### config.mk
export PLATFORM = sky130hd
export DESIGN_NAME = bram_arbiter_flat
export DESIGN_NICKNAME = d
export VERILOG_FILES = /design/src/rtl/bram_arbiter_if.sv /design/src/rtl/bram_arbiter.sv /design/src/flat_wrapper.sv
export SDC_FILE = /design/constraint.sdc
export NUM_CORES = 1
export LEC_CHECK = 0
export CAP_MARGIN = 10
export CORE_MARGIN = 1.5
export CORE_UTILIZATION = 40
export CTS_CLUSTER_DIAMETER = 60
export DETAILED_ROUTE_END_ITERATION = 7
export GPL_TIMING_DRIVEN = 0
export HOLD_SLACK_MARGIN = 0.08
export MAX_ROUTING_LAYER = met4
export PLACE_DENSITY_LB_ADDON = 0.05
export SYNTH_ARGS = -nofsm -noshare
export SYNTH_HDL_FRONTEND = slang
export SYNTH_SLANG_ARGS = --single-unit
export TNS_END_PERCENT = 50
### constraint.sdc
create_clock -name axi_clk -period 2.5 [get_ports axi_clk]
set_input_delay 0.375 -clock axi_clk [delete_from_list [all_inputs] [get_ports axi_clk]]
set_output_delay 0.375 -clock axi_clk [all_outputs]
set_load 0.01 [all_outputs]
### src/rtl/bram_arbiter_if.sv
// BRAM_IF transaction port shared by the arbiter (master) and the BRAM
// interface block (slave): start lines, latched addresses/data, read data
// and the completion level.
interface bram_arbiter_if #(
  parameter int DATA_W = 16
);
  logic              axi_start_read;
  logic              axi_start_write;
  logic              nn_start_read;
  logic [31:0]       axi_addr;
  logic [DATA_W-1:0] axi_wdata;
  logic [31:0]       nn_addr;
  logic [DATA_W-1:0] axi_rdata;
  logic [DATA_W-1:0] nn_rdata;
  logic              complete;

  modport master (
    output axi_start_read, axi_start_write, nn_start_read,
    output axi_addr, axi_wdata, nn_addr,
    input  axi_rdata, nn_rdata, complete
  );

  modport slave (
    input  axi_start_read, axi_start_write, nn_start_read,
    input  axi_addr, axi_wdata, nn_addr,
    output axi_rdata, nn_rdata, complete
  );
endinterface

### src/rtl/bram_arbiter.sv
// Shares the single BRAM_IF transaction port between the AXI register side
// (single read/write) and the NN engine (multi-beat read bursts). One start
// line is driven at a time, held until complete, followed by the release
// handshake and a one-cycle done/valid pulse back to the requester.
module bram_arbiter #(
  parameter int DATA_W        = 16,
  parameter int LEN_W         = 8,
  parameter int ADDR_INC      = 4,
  parameter int MAX_NN_STREAK = 4,
  parameter int TIMEOUT_CYC   = 64
) (
  input  logic              axi_clk,
  input  logic              axi_rst,
  input  logic              axi_req_rd,
  input  logic              axi_req_wr,
  input  logic [31:0]       axi_addr,
  input  logic [DATA_W-1:0] axi_wdata,
  output logic [DATA_W-1:0] axi_rdata,
  output logic              axi_done,
  input  logic              nn_burst_start,
  input  logic [31:0]       nn_base_addr,
  input  logic [LEN_W-1:0]  nn_burst_len,
  output logic              nn_busy,
  output logic [DATA_W-1:0] nn_rdata,
  output logic              nn_rdata_valid,
  output logic              nn_burst_done,
  bram_arbiter_if.master    bif,
  output logic              bif_timeout
);

  localparam int STREAK_W = $clog2(MAX_NN_STREAK + 1);
  localparam int WD_W     = $clog2(TIMEOUT_CYC + 1);

  typedef enum logic [1:0] {IDLE, GRANT_AXI, GRANT_NN, RELEASE} state_t;

  state_t              state, state_d;
  logic                side_nn;     // owner of the transaction being released
  logic                is_wr;
  logic [STREAK_W-1:0] nn_streak;
  logic [31:0]         nn_base;
  logic [LEN_W-1:0]    nn_len;
  logic [LEN_W-1:0]    nn_beat;
  logic [WD_W-1:0]     wd_cnt;

  logic axi_pend, nn_pend;
  logic pick_axi, pick_nn, grant_ok, grant_abort, rel_done;

  // Next-state decode, arbitration and start-line outputs
  always_comb begin
    state_d             = state;
    axi_pend            = (axi_req_rd | axi_req_wr) & ~axi_done;
    nn_pend             = nn_busy & (nn_beat != nn_len);
    pick_axi            = 1'b0;
    pick_nn             = 1'b0;
    grant_ok            = 1'b0;
    grant_abort         = 1'b0;
    rel_done            = 1'b0;
    bif.axi_start_read  = 1'b0;
    bif.axi_start_write = 1'b0;
    bif.nn_start_read   = 1'b0;
    case (state)
      IDLE: begin
        if (axi_pend && (!nn_pend || nn_streak >= STREAK_W'(MAX_NN_STREAK))) begin
          pick_axi = 1'b1;
          state_d  = GRANT_AXI;
        end else if (nn_pend) begin
          pick_nn = 1'b1;
          state_d = GRANT_NN;
        end
      end
      GRANT_AXI, GRANT_NN: begin
        bif.axi_start_read  = (state == GRANT_AXI) & ~is_wr;
        bif.axi_start_write = (state == GRANT_AXI) & is_wr;
        bif.nn_start_read   = (state == GRANT_NN);
        if (bif.complete) begin
          grant_ok = 1'b1;
          state_d  = RELEASE;
        end else if (wd_cnt == WD_W'(TIMEOUT_CYC - 1)) begin
          grant_abort = 1'b1;
          state_d     = RELEASE;
        end
      end
      RELEASE: begin
        if (!bif.complete) begin
          rel_done = 1'b1;
          state_d  = IDLE;
        end
      end
      default: state_d = IDLE;
    endcase
  end

  // State register
  always_ff @(posedge axi_clk) begin
    if (axi_rst) state <= IDLE;
    else         state <= state_d;
  end

  // Burst bookkeeping, address/data latching, capture and completion pulses
  always_ff @(posedge axi_clk) begin
    if (axi_rst) begin
      side_nn        <= 1'b0;
      is_wr          <= 1'b0;
      nn_streak      <= '0;
      nn_base        <= '0;
      nn_len         <= '0;
      nn_beat        <= '0;
      wd_cnt         <= '0;
      nn_busy        <= 1'b0;
      axi_rdata      <= '0;
      axi_done       <= 1'b0;
      nn_rdata       <= '0;
      nn_rdata_valid <= 1'b0;
      nn_burst_done  <= 1'b0;
      bif_timeout    <= 1'b0;
      bif.axi_addr   <= '0;
      bif.axi_wdata  <= '0;
      bif.nn_addr    <= '0;
    end else begin
      axi_done       <= 1'b0;
      nn_rdata_valid <= 1'b0;
      nn_burst_done  <= 1'b0;

      // busy covers the done cycle, then drops; a zero-length burst never sets it
      if (nn_burst_done) nn_busy <= 1'b0;
      if (nn_burst_start && !nn_busy) begin
        nn_base <= nn_base_addr;
        nn_len  <= nn_burst_len;
        nn_beat <= '0;
        if (nn_burst_len == '0) nn_burst_done <= 1'b1;
        else                    nn_busy       <= 1'b1;
      end

      if (state == GRANT_AXI || state == GRANT_NN) wd_cnt <= wd_cnt + 1'b1;

      if (pick_axi) begin
        bif.axi_addr  <= axi_addr;
        bif.axi_wdata <= axi_wdata;
        is_wr         <= ~axi_req_rd;
        side_nn       <= 1'b0;
        nn_streak     <= '0;
        wd_cnt        <= '0;
      end

      if (pick_nn) begin
        bif.nn_addr <= nn_base + ({{(32-LEN_W){1'b0}}, nn_beat} * 32'(ADDR_INC));
        side_nn     <= 1'b1;
        wd_cnt      <= '0;
        if (nn_streak < STREAK_W'(MAX_NN_STREAK)) nn_streak <= nn_streak + 1'b1;
      end

      if (grant_ok) begin
        if (state == GRANT_NN) nn_rdata  <= bif.nn_rdata;
        else                   axi_rdata <= bif.axi_rdata;
      end

      // an aborted transaction still completes, with zeroed data
      if (grant_abort) begin
        bif_timeout <= 1'b1;
        if (state == GRANT_NN) nn_rdata  <= '0;
        else                   axi_rdata <= '0;
      end

      if (rel_done) begin
        if (side_nn) begin
          nn_rdata_valid <= 1'b1;
          nn_beat        <= nn_beat + 1'b1;
          if (nn_beat + 1'b1 == nn_len) nn_burst_done <= 1'b1;
        end else begin
          axi_done <= 1'b1;
        end
      end
    end
  end

endmodule

### src/flat_wrapper.sv
// flat-port wrapper written by rule: the top's interface ports become plain ports
module bram_arbiter_flat 
#(
  parameter int DATA_W        = 16,
  parameter int LEN_W         = 8,
  parameter int ADDR_INC      = 4,
  parameter int MAX_NN_STREAK = 4,
  parameter int TIMEOUT_CYC   = 64
)
  (axi_clk, axi_rst, axi_req_rd, axi_req_wr, axi_addr, axi_wdata, axi_rdata, axi_done, nn_burst_start, nn_base_addr, nn_burst_len, nn_busy, nn_rdata, nn_rdata_valid, nn_burst_done, bif_timeout, bif_axi_start_read, bif_axi_start_write, bif_nn_start_read, bif_axi_addr, bif_axi_wdata, bif_nn_addr, bif_axi_rdata, bif_nn_rdata, bif_complete);
  bram_arbiter_if #(.DATA_W(DATA_W)) bif_i ();
  input  logic axi_clk;
  input  logic axi_rst;
  input  logic axi_req_rd;
  input  logic axi_req_wr;
  input  logic [31:0] axi_addr;
  input  logic [DATA_W-1:0] axi_wdata;
  output logic [DATA_W-1:0] axi_rdata;
  output logic axi_done;
  input  logic nn_burst_start;
  input  logic [31:0] nn_base_addr;
  input  logic [LEN_W-1:0] nn_burst_len;
  output logic nn_busy;
  output logic [DATA_W-1:0] nn_rdata;
  output logic nn_rdata_valid;
  output logic nn_burst_done;
  output logic bif_timeout;
  output wire logic [$bits(bif_i.axi_start_read)-1:0] bif_axi_start_read;
  output wire logic [$bits(bif_i.axi_start_write)-1:0] bif_axi_start_write;
  output wire logic [$bits(bif_i.nn_start_read)-1:0] bif_nn_start_read;
  output wire logic [$bits(bif_i.axi_addr)-1:0] bif_axi_addr;
  output wire logic [$bits(bif_i.axi_wdata)-1:0] bif_axi_wdata;
  output wire logic [$bits(bif_i.nn_addr)-1:0] bif_nn_addr;
  input wire logic [$bits(bif_i.axi_rdata)-1:0] bif_axi_rdata;
  input wire logic [$bits(bif_i.nn_rdata)-1:0] bif_nn_rdata;
  input wire logic [$bits(bif_i.complete)-1:0] bif_complete;
  assign bif_axi_start_read = bif_i.axi_start_read;
  assign bif_axi_start_write = bif_i.axi_start_write;
  assign bif_nn_start_read = bif_i.nn_start_read;
  assign bif_axi_addr = bif_i.axi_addr;
  assign bif_axi_wdata = bif_i.axi_wdata;
  assign bif_nn_addr = bif_i.nn_addr;
  assign bif_i.axi_rdata = bif_axi_rdata;
  assign bif_i.nn_rdata = bif_nn_rdata;
  assign bif_i.complete = bif_complete;
  bram_arbiter #(.DATA_W(DATA_W), .LEN_W(LEN_W), .ADDR_INC(ADDR_INC), .MAX_NN_STREAK(MAX_NN_STREAK), .TIMEOUT_CYC(TIMEOUT_CYC)) u_core (.axi_clk(axi_clk), .axi_rst(axi_rst), .axi_req_rd(axi_req_rd), .axi_req_wr(axi_req_wr), .axi_addr(axi_addr), .axi_wdata(axi_wdata), .axi_rdata(axi_rdata), .axi_done(axi_done), .nn_burst_start(nn_burst_start), .nn_base_addr(nn_base_addr), .nn_burst_len(nn_burst_len), .nn_busy(nn_busy), .nn_rdata(nn_rdata), .nn_rdata_valid(nn_rdata_valid), .nn_burst_done(nn_burst_done), .bif(bif_i), .bif_timeout(bif_timeout));
endmodule
==> impl_results.md, run 1 <==
- Outcome: finished, final reports clean
- Clk sinks: about 180
- Final cell count without fillers: between 1k and 1.5k
- Vias per cell: 4.98
- Clock root buffer: clkbuf_16
- Setup CP Type: reg -> reg
- Area of the multi-input gates: roughly 3700 µm²
- Synth cell types: 58
- Post-synth top flop: dfxtp_1
- Final worst path period need: 2.37 ns
- Total I/O pin count: approximately 250
- Cts hold-fix bufs: 0
- Hold_ws: 0.413 ns
- Fin. Hold Viols: 0
- Yosys top cell by area: dfxtp_1
- Largest net degree at the start of global routing: 17
- Crit path largest cell delay: about 0.44 ns
- Leakage: between 3 and 4 nW
- Cts bufs inserted: 17
- Final period util: 0.947
- Top-area cell type share of the netlist area: 0.477
- Placed insts: 1398
- CP Launch Type: flop
- Initial core utilization: 0.412
- Post-Route WL: between 20000 and 25000 µm
- Critical path required time: 2.77 ns
- Max Clock Skew: roughly 0.0073 ns
- Antenna-violating nets left: 0
- Final GP Congestion: ~0.90
- First-pass GRT wire length: between 30000 and 40000 µm
- Core Footprint: between 15000 and 20000 µm²
- TritonCTS clock tree: built
- Most instantiated library cell after synthesis: nand2_1
- Asr flop ratio synth: 0
- Clk slew on worst S/H paths: 0.06 ns
- Worst skew pair latency: 0.42 ns
- Fin util: 0.596
- Fraction of layout cells with a size suffix above 1: 0.0575
- Max-slew violations: 0
- Routed wire per std cell: roughly 16 µm
- Syn nets: 1068
- MaxCap Viol Count: 0
- Hold WC Path Type: in -> reg
- Max VDD drop: 0.533 mV
- Worst path cell trace: ha_2 > fa_2 > a21o_1 > a221o_2 > a21o_4 > nand4_1 > xor2_1 > a211oi_1
- DR vias: roughly 7.1k
- GRT overflow: 0
- Initial antenna violation count: 0
- Vias in the first global route: between 6k and 7k
- Arrival time worst endpoint: 2.64 ns
- H-tree lvl count: 4
- 1st-pass router iterations: 5
- Area grow syn2layout: 44.6%
- Top post-synthesis cells by count: 262 x nand2_1, 179 x dfxtp_1, 156 x a21oi_1
- EDFF count, synth: 0
- Die width: between 100 and 150 µm
- Rows: 49
- Critical path's slowest cell: a221o_2
- Achievable Freq: 0.422 GHz
- Detailed router's first-iteration violation count: 337
- # nets final: between 1k and 1.5k
- Synth Area per Inst: between 8 and 9 µm²
- Register Area: between 3000 and 4000 µm²
- Top cells by area, synth: dfxtp_1 48%, nand2_1 13%, a21oi_1 10%
- RSZ-0062 raised after global routing: false
- Fillers: about 1.7k
- Max clock buf depth: 2
- Tot Pwr: between 8 and 9 mW
- Crit path max fanout: 7
- Die ar.: around 20000 µm²
- Rel. slew slack: 0.520
- Port Buffer Count: 243
- Yosys reg bits: approximately 180
- Sequential element share of the synthesized area: 0.477
- Post-Syn Area: between 7000 and 8000 µm²
- Final setup viols: 0
- Post-DP HPWL: around 16000 µm
- Pwr per Cell Area: ~790 nW/µm²
- GRT Total Usage: 0.232
- CP Capture Type: flop
- Cells after Synth: slightly above 900
- Die Ht: approximately 140 µm
- DR DRC count: 0
- # diodes: 0
- Yosys Warn Count: 0
- Pin slew with the least headroom to its limit: about 0.72 ns
==> routing by layer <==
layer | GRT usage | vias to the layer above | part of all wire
met1 | 0.291 | 3227 | 0.46
met5 | - | - | 0
li1 | - | 3656 | -
met3 | 0.0444 | 23 | 0.055
met2 | 0.384 | 214 | 0.47
met4 | 0.0676 | 0 | 0.015
==> stage by stage <==
stage | setup TNS, ns | setup WS [ns] | instance area, µm²
final | 0 | 0.132 | 10800
after global routing | 0 | 0.0182 | 10800
after CTS | 0 | 0.0103 | 10800
after detailed placement | -0.592 | -0.147 | 10200
after global placement | -0.341 | -0.103 | 10200
after floorplan | 0 | 0.308 | 7500
==> logic make-up (layout without fill, tap and decap cells) <==
| kind of cell | count (synthesis) | in the layout | synth area share |
|---|---|---|---|
| xor+xnor | 40 | 40 | 0.0477 |
| mux | 10 | 10 | 0.0135 |
| fa+ha+maj | 16 | 16 | 0.0277 |
| compound gates | 235 | 235 | 0.180 |
| flops | 179 | 179 | 0.477 |
| buf+inv | 67 | 341 | 0.0367 |
| simple gates | 379 | 379 | 0.217 |
==> cell type report <==
type                            count  area share
Sequential cell                   179       0.330
Clock inverter                     12      0.0123
Timing Repair Buffer              244       0.225
Buffer                             56      0.0218
Inverter                           11     0.00381
Tap cell                          229      0.0264
Clock buffer                       18      0.0405
Multi-Input combinational cell    680       0.340
==> final timing paths <==
check / start / end / cells after the start / slack, ns
setup reg to reg: u_core.nn_beat[0] / u_core.bif.nn_addr[28] / 8 / 0.13
hold / removal: bif_complete / u_core.axi_done / 2 / 0.41
hold reg to reg: u_core.bif.axi_addr[5] / u_core.bif.axi_addr[5] / 2 / 0.45
setup / recovery: u_core.nn_beat[0] / u_core.bif.nn_addr[28] / 8 / 0.13
==> critical path: cells and delay by family, from the launching register on <==
kind | cells | cell delay [ns]
compound gates | 4 | 1.00
xor+xnor | 1 | 0.19
fa+ha+maj | 2 | 0.57
flops | 1 | 0.36
simple gates | 1 | 0.11
==> state kept, by name, summed over array words and instances (netlist names) <==
| name | cells |
|---|---|
| u_core.nn_beat | 8 |
| u_core.bif_timeout | 1 |
| u_core.nn_len | 8 |
| u_core.nn_rdata | 16 |
| u_core.state | 2 |
| u_core.bif.axi_addr | 32 |
| u_core.nn_streak | 3 |
| u_core.nn_burst_done | 1 |
| u_core.is_wr | 1 |
| u_core.bif.nn_addr | 32 |
| u_core.side_nn | 1 |
| u_core.axi_done | 1 |
| u_core.nn_rdata_valid | 1 |
| u_core.bif.axi_wdata | 16 |
| u_core.nn_base | 32 |
| u_core.wd_cnt | 7 |
| u_core.axi_rdata | 16 |
| u_core.nn_busy | 1 |
==> what timing repair did <==
item                       in CTS  in global routing
resized for setup               3                 10
setup endpoints to repair       6                 14
pin swaps                       0                  1
hold endpoints to repair        0                  0
buffers inserted                0                  1
==> report_power, final <==
part           total (mW)  internal [mW]  switching, mW  leakage (nW)
Clock                2.61           1.49           1.12         0.278
Combinational        2.52           1.19           1.33          2.18
Sequential           3.47           3.24          0.231          1.46
==> cells in the final DEF (no fill, tap or decap), types with 11 or more instances in the layout <==
| master | count |
|---|---|
| dfxtp_1 | 178 |
| ha_1 | 14 |
| nand3_1 | 11 |
| inv_1 | 11 |
| o21ai_0 | 23 |
| a21oi_1 | 155 |
| o21ai_1 | 12 |
| clkbuf_16 | 17 |
| xor2_1 | 11 |
| nand2_1 | 262 |
| clkdlybuf4s50_1 | 243 |
| nor2_1 | 46 |
| xnor2_1 | 28 |
| and3_1 | 11 |
| clkbuf_1 | 41 |
| nand4_1 | 12 |
(Power assumes the default switching activity.)
==> inputs of run 2 (changes only) <==
Settings changed: HOLD_SLACK_MARGIN 0.08 to 0.02.
==> results of run 2 <==
Final layout, timing and power as in run 1 (identical DEF).
